$ cat src/rtl/haze_pkg.sv
// haze_pkg
//   Shared constants for the haze-removal scene recovery datapath and the
//   reciprocal helper used to fill the reciprocal ROM.
//   recip_val(tc, maxv, frac) = round(maxv * 2^frac / tc).
//   It returns 0 for tc = 0; that entry is never addressed because tc is floored.
package haze_pkg;

  localparam int DATA_W_DEF  = 8;
  localparam int MAXV_DEF    = (1 << DATA_W_DEF) - 1;
  localparam int T_MIN_DEF   = 26;
  localparam int RECIP_F_DEF = 8;

  function automatic int unsigned recip_val(input int unsigned tc,
                                            input int unsigned maxv,
                                            input int unsigned frac);
    if (tc == 0) return 0;
    return ((maxv << frac) + (tc >> 1)) / tc;
  endfunction

endpackage

$ cat src/rtl/recip_lut.sv
// recip_lut
//   Registered reciprocal ROM with MAXV+1 entries, indexed by the floored
//   transmission tc. The register loads only while en_i is high, so the ROM
//   output holds together with the rest of the pipeline during a stall.
//   clk_i  in   clock
//   en_i   in   load enable (pipeline advance)
//   tc_i   in   floored transmission, DATA_W bits
//   r_o    out  round(MAXV*2^RECIP_F / tc), RECIP_W bits, MSB always 0
module recip_lut import haze_pkg::*; #(
  parameter int DATA_W  = DATA_W_DEF,
  parameter int RECIP_F = RECIP_F_DEF,
  parameter int RECIP_W = 13
) (
  input  logic               clk_i,
  input  logic               en_i,
  input  logic [DATA_W-1:0]  tc_i,
  output logic [RECIP_W-1:0] r_o
);

  localparam int MAXV = (1 << DATA_W) - 1;

  logic [RECIP_W-1:0] rom [0:MAXV];

  // Entries below the transmission floor are unreachable; they are allowed
  // to truncate.
  for (genvar i = 0; i <= MAXV; i++) begin : g_rom
    assign rom[i] = RECIP_W'(recip_val(i, MAXV, RECIP_F));
  end

  always_ff @(posedge clk_i) begin
    if (en_i) r_o <= rom[tc_i];
  end

endmodule

$ cat src/rtl/scene_recovery_pipe.sv
// scene_recovery_pipe
//   Pipelined multi-channel haze-removal scene reconstruction:
//     J_c = A_c + (I_c - A_c) * MAXV / max(t, T_MIN)
//   The result is rounded half up and saturated to 0..MAXV. In bypass, J = I.
//   There are three register stages and a single global advance. Bubbles are
//   kept, and valid bits travel with the data.
//   clock      in   rising-edge clock
//   reset_n    in   asynchronous active-low reset (clears valids and outputs)
//   in_valid   in   input beat valid
//   in_ready   out  beat accepted when in_valid & in_ready
//   in_pix     in   hazy pixel I, channel c at [c*DATA_W +: DATA_W]
//   in_atm     in   atmospheric light A per channel
//   in_t       in   transmission t, shared by all channels
//   in_last    in   end-of-line marker
//   bypass     in   1 -> out_pix = in_pix for this beat
//   out_valid  out  output beat valid
//   out_ready  in   downstream accepts
//   out_pix    out  recovered pixel J
//   out_last   out  delayed in_last
module scene_recovery_pipe import haze_pkg::*; #(
  parameter int DATA_W   = DATA_W_DEF,
  parameter int CHANNELS = 3,
  parameter int T_MIN    = T_MIN_DEF,
  parameter int RECIP_F  = RECIP_F_DEF
) (
  input  logic                         clock,
  input  logic                         reset_n,
  input  logic                         in_valid,
  output logic                         in_ready,
  input  logic [CHANNELS*DATA_W-1:0]   in_pix,
  input  logic [CHANNELS*DATA_W-1:0]   in_atm,
  input  logic [DATA_W-1:0]            in_t,
  input  logic                         in_last,
  input  logic                         bypass,
  output logic                         out_valid,
  input  logic                         out_ready,
  output logic [CHANNELS*DATA_W-1:0]   out_pix,
  output logic                         out_last
);

  localparam int MAXV    = (1 << DATA_W) - 1;
  localparam int RECIP_W = $clog2(MAXV * (1 << RECIP_F) / T_MIN + 1) + 1;
  localparam int P_W     = DATA_W + 1 + RECIP_W;
  localparam int Q_W     = P_W + 1 - RECIP_F;
  localparam int S_W     = Q_W + 1;
  localparam logic signed [P_W:0] HALF = (P_W+1)'(1 << (RECIP_F - 1));

  // Round half up: add half an LSB, then drop the fraction arithmetically.
  function automatic logic signed [Q_W-1:0] round_q(input logic signed [P_W-1:0] p);
    logic signed [P_W:0] t;
    t = (P_W+1)'(p) + HALF;
    return Q_W'(t >>> RECIP_F);
  endfunction

  function automatic logic [DATA_W-1:0] sat_pix(input logic signed [S_W-1:0] s);
    if (s[S_W-1]) return '0;
    if (s > S_W'(MAXV)) return DATA_W'(MAXV);
    return s[DATA_W-1:0];
  endfunction

  logic advance;
  logic vld_p0, vld_p1, vld_p2;
  logic [DATA_W-1:0] tc;
  logic [RECIP_W-1:0] r_p0;
  logic [CHANNELS*DATA_W-1:0] i_p0, a_p0, i_p1, a_p1;
  logic byp_p0, byp_p1, last_p0, last_p1;
  logic [CHANNELS*DATA_W-1:0] pix_d, out_pix_q;
  logic out_last_q;

  // A stall freezes every stage at once, including the ROM register.
  assign advance   = out_ready | ~out_valid;
  assign in_ready  = advance;
  assign out_valid = vld_p2;
  assign out_pix   = out_pix_q;
  assign out_last  = out_last_q;

  // t below the floor (including t = 0) is treated as T_MIN.
  assign tc = (in_t < DATA_W'(T_MIN)) ? DATA_W'(T_MIN) : in_t;

  // ---- stage 1: reciprocal lookup, per-channel difference ----
  recip_lut #(
    .DATA_W (DATA_W),
    .RECIP_F(RECIP_F),
    .RECIP_W(RECIP_W)
  ) u_lut (
    .clk_i(clock),
    .en_i (advance),
    .tc_i (tc),
    .r_o  (r_p0)
  );

  always_ff @(posedge clock) begin
    if (advance) begin
      i_p0    <= in_pix;
      a_p0    <= in_atm;
      byp_p0  <= bypass;
      last_p0 <= in_last;
      // ---- stage 2 ----
      i_p1    <= i_p0;
      a_p1    <= a_p0;
      byp_p1  <= byp_p0;
      last_p1 <= last_p0;
    end
  end

  for (genvar c = 0; c < CHANNELS; c++) begin : g_ch
    logic signed [DATA_W:0]  d_p0;
    logic signed [P_W-1:0]   p_p1;
    logic signed [S_W-1:0]   s;

    always_ff @(posedge clock) begin
      if (advance) begin
        d_p0 <= signed'({1'b0, in_pix[c*DATA_W +: DATA_W]})
              - signed'({1'b0, in_atm[c*DATA_W +: DATA_W]});
        // ---- stage 2: scale the difference by the reciprocal ----
        p_p1 <= P_W'(d_p0) * P_W'(signed'({1'b0, r_p0}));
      end
    end

    // ---- stage 3 input: round, re-add A, saturate ----
    assign s = S_W'(signed'({1'b0, a_p1[c*DATA_W +: DATA_W]})) + S_W'(round_q(p_p1));
    assign pix_d[c*DATA_W +: DATA_W] = byp_p1 ? i_p1[c*DATA_W +: DATA_W] : sat_pix(s);
  end

  // ---- stage 3: output register ----
  always_ff @(posedge clock or negedge reset_n) begin
    if (!reset_n) begin
      vld_p0     <= 1'b0;
      vld_p1     <= 1'b0;
      vld_p2     <= 1'b0;
      out_pix_q  <= '0;
      out_last_q <= 1'b0;
    end else if (advance) begin
      vld_p0     <= in_valid;
      vld_p1     <= vld_p0;
      vld_p2     <= vld_p1;
      out_pix_q  <= pix_d;
      out_last_q <= last_p1;
    end
  end

endmodule
$ cat config.mk
export PLATFORM = sky130hd
export DESIGN_NAME = scene_recovery_pipe
export DESIGN_NICKNAME = d
export VERILOG_FILES = /design/src/rtl/haze_pkg.sv /design/src/rtl/recip_lut.sv /design/src/rtl/scene_recovery_pipe.sv
export SDC_FILE = /design/constraint.sdc
export NUM_CORES = 1
export LEC_CHECK = 0
export CAP_MARGIN = 25
export CORE_ASPECT_RATIO = 1.75
export CORE_MARGIN = 1
export CORE_UTILIZATION = 23
export CTS_CLUSTER_SIZE = 16
export DETAILED_ROUTE_END_ITERATION = 12
export MAX_ROUTING_LAYER = met4
export PLACE_DENSITY = 0.4
export SLEW_MARGIN = 15
export SYNTH_ARGS = -nofsm -noshare
export SYNTH_HDL_FRONTEND = slang
export SYNTH_SLANG_ARGS = --single-unit
$ cat constraint.sdc
create_clock -name clock -period 29 [get_ports clock]
set_clock_uncertainty 0.15 [all_clocks]
set_input_delay 5.8 -clock clock [delete_from_list [all_inputs] [get_ports clock]]
set_output_delay 5.8 -clock clock [all_outputs]
set_load 0.02 [all_outputs]
======== Word level (Yosys, flattened, before mapping) ========
Memories as Yosys holds them, arrays and structs flattened. A register that Yosys moved wholly into a read port is not among the register bits.
Cells that the tools add are included.
word-level totals
  memories kept ........................... 1
  output and inout bits ................... 27
  memory bits (read-only) ................. 3,328
  bits in writable memories ............... 0
  latch bits .............................. 0
  register bits after elaboration ......... 221
  logic and storage cells ................. 64
memories
  name             depth  bits a word  rd ports  clocked after memory_dff  write ports  RTL line         RTL
  (no name shown)  256    13           1         1                         0            recip_lut.sv:31  if (en_i) r_o <= rom[tc_i];
cells by class
  reductions and logical operators ........ 0
  order comparisons ....................... 4
  shift-type cells ........................ 0
  add/sub/neg operators ................... 9
  multipliers ............................. 3
  bitwise logic cells ..................... 3
  div/mod/pow operators ................... 0
  eq/ne operators ......................... 0
  mux-type cells .......................... 25
operators by type and width
  cell                                                            count
  two-way mux 8 bit                                               16
  adder 22 x 9 -> 23 bit, second input constant                   3
  multiplier 9 x 14 -> 22 bit                                     3
  adder 9 x 15 -> 16 bit                                          3
  greater-than comparator 16 x 9 -> 1 bit, second input constant  3
  subtractor 8 x 8 -> 9 bit                                       3
  two-way mux 1 bit                                               9
  NOT 8 -> 9 bit                                                  1
  less-than comparator 8 x 5 -> 1 bit, second input constant      1
  NOT 1 bit                                                       1
  OR 1 bit                                                        1

======== Longest topological paths before layout ========
  depth after elaboration ................. 8
  mapped depth ............................ 20
  gate-level depth less buffers ........... 19

======== By module ========
From an unflattened synthesis, not the netlist that was laid out.
second synthesis, totals
  cell total of the unflattened synthesis .. 2,494
  area total of the unflattened synthesis .. 23,747.8 um^2
modules (own cells, without submodules)
  module               area an instance (um^2)  cells an instance  seq. area each (um^2)  times used
  scene_recovery_pipe  20,556.0                 2,004              5,865.6                1
  recip_lut            3,191.8                  490                390.4                  1

======== Worst setup path before layout ========
No wires, ideal clock.
  kind .................................... input to output
  from .................................... input port out_ready
  to ...................................... output port in_ready
  arrival ................................. 11.507 ns
  path buffers ............................ 2
  slack ................................... 11.543 ns
  cell stages on the path ................. 4
  data required time ...................... 23.050 ns
  path through ............................ nor2b_1 inv_1 clkbuf_1 clkbuf_1
between the ends
  word-level cells in the longest chain between the ends .. 1
RTL lines
  item             RTL line                   RTL
  start, declared  scene_recovery_pipe.sv:36  input logic out_ready,
  OR 1 bit         scene_recovery_pipe.sv:71  assign advance = out_ready | ~out_valid;
  end, declared    scene_recovery_pipe.sv:29  output logic in_ready,
No other way between the ends.

======== Worst setup path after layout ========
Same ends and word-level chain as after synthesis.

==> results_dict.tcl <==
set metrics [dict create \
    met3_usage_pct 1.02 \
    core_area_um2 101000 \
    clk_latency_ns 0.54 \
    syn-cell-area_um2 23500 \
    grt_max_degree 76 \
    die_width_um 244 \
    rows 154 \
    crit_arrival_ns 7.81 \
    synth_top_family_by_area "adder cells" \
    clock_sinks 213 \
    ys_async_sr_fraction_pct 13.1 \
    numCtsBuffers 23 \
    syn2layout_area_growth_pct 13.3 \
    cts_tree "built" \
    hold_viol 0 \
    io_pins 89 \
    die_area_um2 103000 \
    hold_start "i_p0[22]" \
    ys_seq_elements 213 \
    finalSetupViolCount 0 \
    netlist.area_leader.share_pct 23.7 \
    ys.flop_type "edfxtp_1" \
    grt_pass1_wl_um 113000 \
    cts.htree.levels 1 \
    drc 0 \
    hold_ws_ns 0.267 \
    dr.pass1.iters 9 \
    synth_commonest_cells "inv_1, nand2_1, fa_1" \
    synth_area_per_cell_um2 9.43 \
    synth.most_common_cell "inv_1" \
    die_y_um 425 \
    period_share_pct 47.4 \
    worstMarginPinSlew_ns 1.14 \
    post_cts_buffers 0 \
    final_layout_size_suffix_gt1_share_pct 3.75 \
    yosys-mux-area-fraction_pct 0.277 \
    gr-usage-met1_pct 15.4 \
    vias 18300 \
    synth-compound-area-share_pct 13.2 \
    synth_cell_types 75 \
    grt_antenna_before_repair 0 \
    grtUsageMet2_pct 26.1 \
    vias_per_cell 4.75 \
    grt_pass1_vias 19900 \
    grt.overflow.total 0 \
    synth_edf_count 185 \
    crit_type "input port to output pin" \
    end_kind "output pin" \
    synthTopCellsByArea "edfxtp_1, fa_1, ha_1" \
    cts_root_buffer "clkbuf_16" \
    cap_violations 0 \
    synthSimpleGateAreaFrac_pct 17.1 \
    syn_nets 3018 \
    fillerInstances 10800 \
    slew_headroom_pct 23.9 \
    yosysWarnings 0 \
    min_period_ns 13.76 \
    hold_buffers 0 \
    grt_usage_pct 14.2 \
    diodes 0 \
    dp_hpwl_um 52700 \
    place.gp.congestion 0.913 \
    drv_slew 0 \
    yosys.area.top_type "edfxtp_1" \
    hold_class "register to register" \
    wire_per_inst_um 18.3 \
    status "complete, no violations" \
    routed_wl_um 70500 \
    path_clk_slew_ns 0.07 \
    synth_xor_xnor_area_share_pct 3.69 \
    crit_start "out_ready" \
    fin_setup_tns_ns 0 \
    cts_resized 0 \
    cp-start-kind "input port" \
    fin_util_pct 26.4 \
    synthCells 2490 \
    fmaxAchievable_mhz 72.7 \
    preCtsSetupSlack_ns 15.16 \
    reg2reg_slack_ns 22.49 \
    start_util_pct 23.3 \
    crit-reg2reg-launch "g_ch[2].d_p0[5]" \
    fin_ws_ns 15.24 \
    grt_busiest_layer "met2" \
    nets 3042 \
    rsz0062_at_grt "false" \
    ys_seq_area_share_pct 26.6 \
    drtIter0Drc 1197 \
    critPathMaxFanout 74 \
    synthAdderAreaFrac_pct 32.4 \
    cp.required_ns 23.05 \
    ant_nets 0 \
    clk_path_buf_depth 3 \
    port_buffers 88 \
]
[critical path, cell delays in order]
cell             delay (ns)
clkdlybuf4s50_1        0.50
nor2b_4                0.05
buf_4                  0.26
inv_8                  0.45
clkdlybuf4s50_1        0.72
[per-stage QoR]
step,std cells,cell area [um2]
floorplan,2490,23500
global placement,3815,25800
detailed placement,3815,25800
CTS,3856,26600
global route,3856,26600
finish,3856,26600
[metal layers]
layer	part of all wire, %	vias to the layer above
met4	5.0	0
li1	-	8517
met2	53	466
met5	0	-
met1	39	9174
met3	3.4	152
[worst paths after layout]
path,depth (start not counted),to
max,5,in_ready
min,0,i_p1[22]
max reg2reg,17,g_ch[2].p_p1[19]
min reg2reg,0,i_p1[22]
max in group asynchronous,1,out_pix[7]
min in group asynchronous,1,out_pix[20]
[kinds of logic (layout without fill, tap and decap cells)]
logic type / after synthesis / after routing
AND/OR/NAND/NOR: 810 / 810
AO/OA/AOI/OAI: 476 / 476
adder cells (fa/ha/maj): 466 / 466
buffers and inverters: 419 / 459
flip-flops: 213 / 213
XOR/XNOR: 99 / 99
multiplexers: 6 / 6
other: 1 / 1
[placed cells by master, fill, tap and decap left out, types with 44 or more instances in the layout]
cell type and instances:
inv_1 290, nand2_1 261, fa_1 237, ha_1 229, edfxtp_1 185, and2_1 156
nor2_1 149, a21oi_1 119, o21ai_0 103, clkdlybuf4s50_1 87, xnor2_1 68, nor2b_1 44
[sequential cells by signal, summed over array words and instances (netlist names), 13 cells and up]
name       cells
g_ch.p_p1     45
g_ch.d_p0     27
out_pix       24
a_p1          24
i_p1          24
u_lut.r_o     13
a_p0          24
i_p0          24
[final cells by class]
cell class / count / area [um2] / share of cell area (%)
inverter: 294 / 1110 / 4.18
clock inverter: 14 / 150 / 0.564
timing repair buffer: 124 / 1150 / 4.31
sequential: 213 / 6260 / 23.5
multi-input combinational: 1858 / 15700 / 58.9
tap: 1326 / 1660 / 6.23
clock buffer: 27 / 611 / 2.29
Power is not shown: default switching activity piles up to over one toggle a cycle in this logic, so the estimate is an artifact.
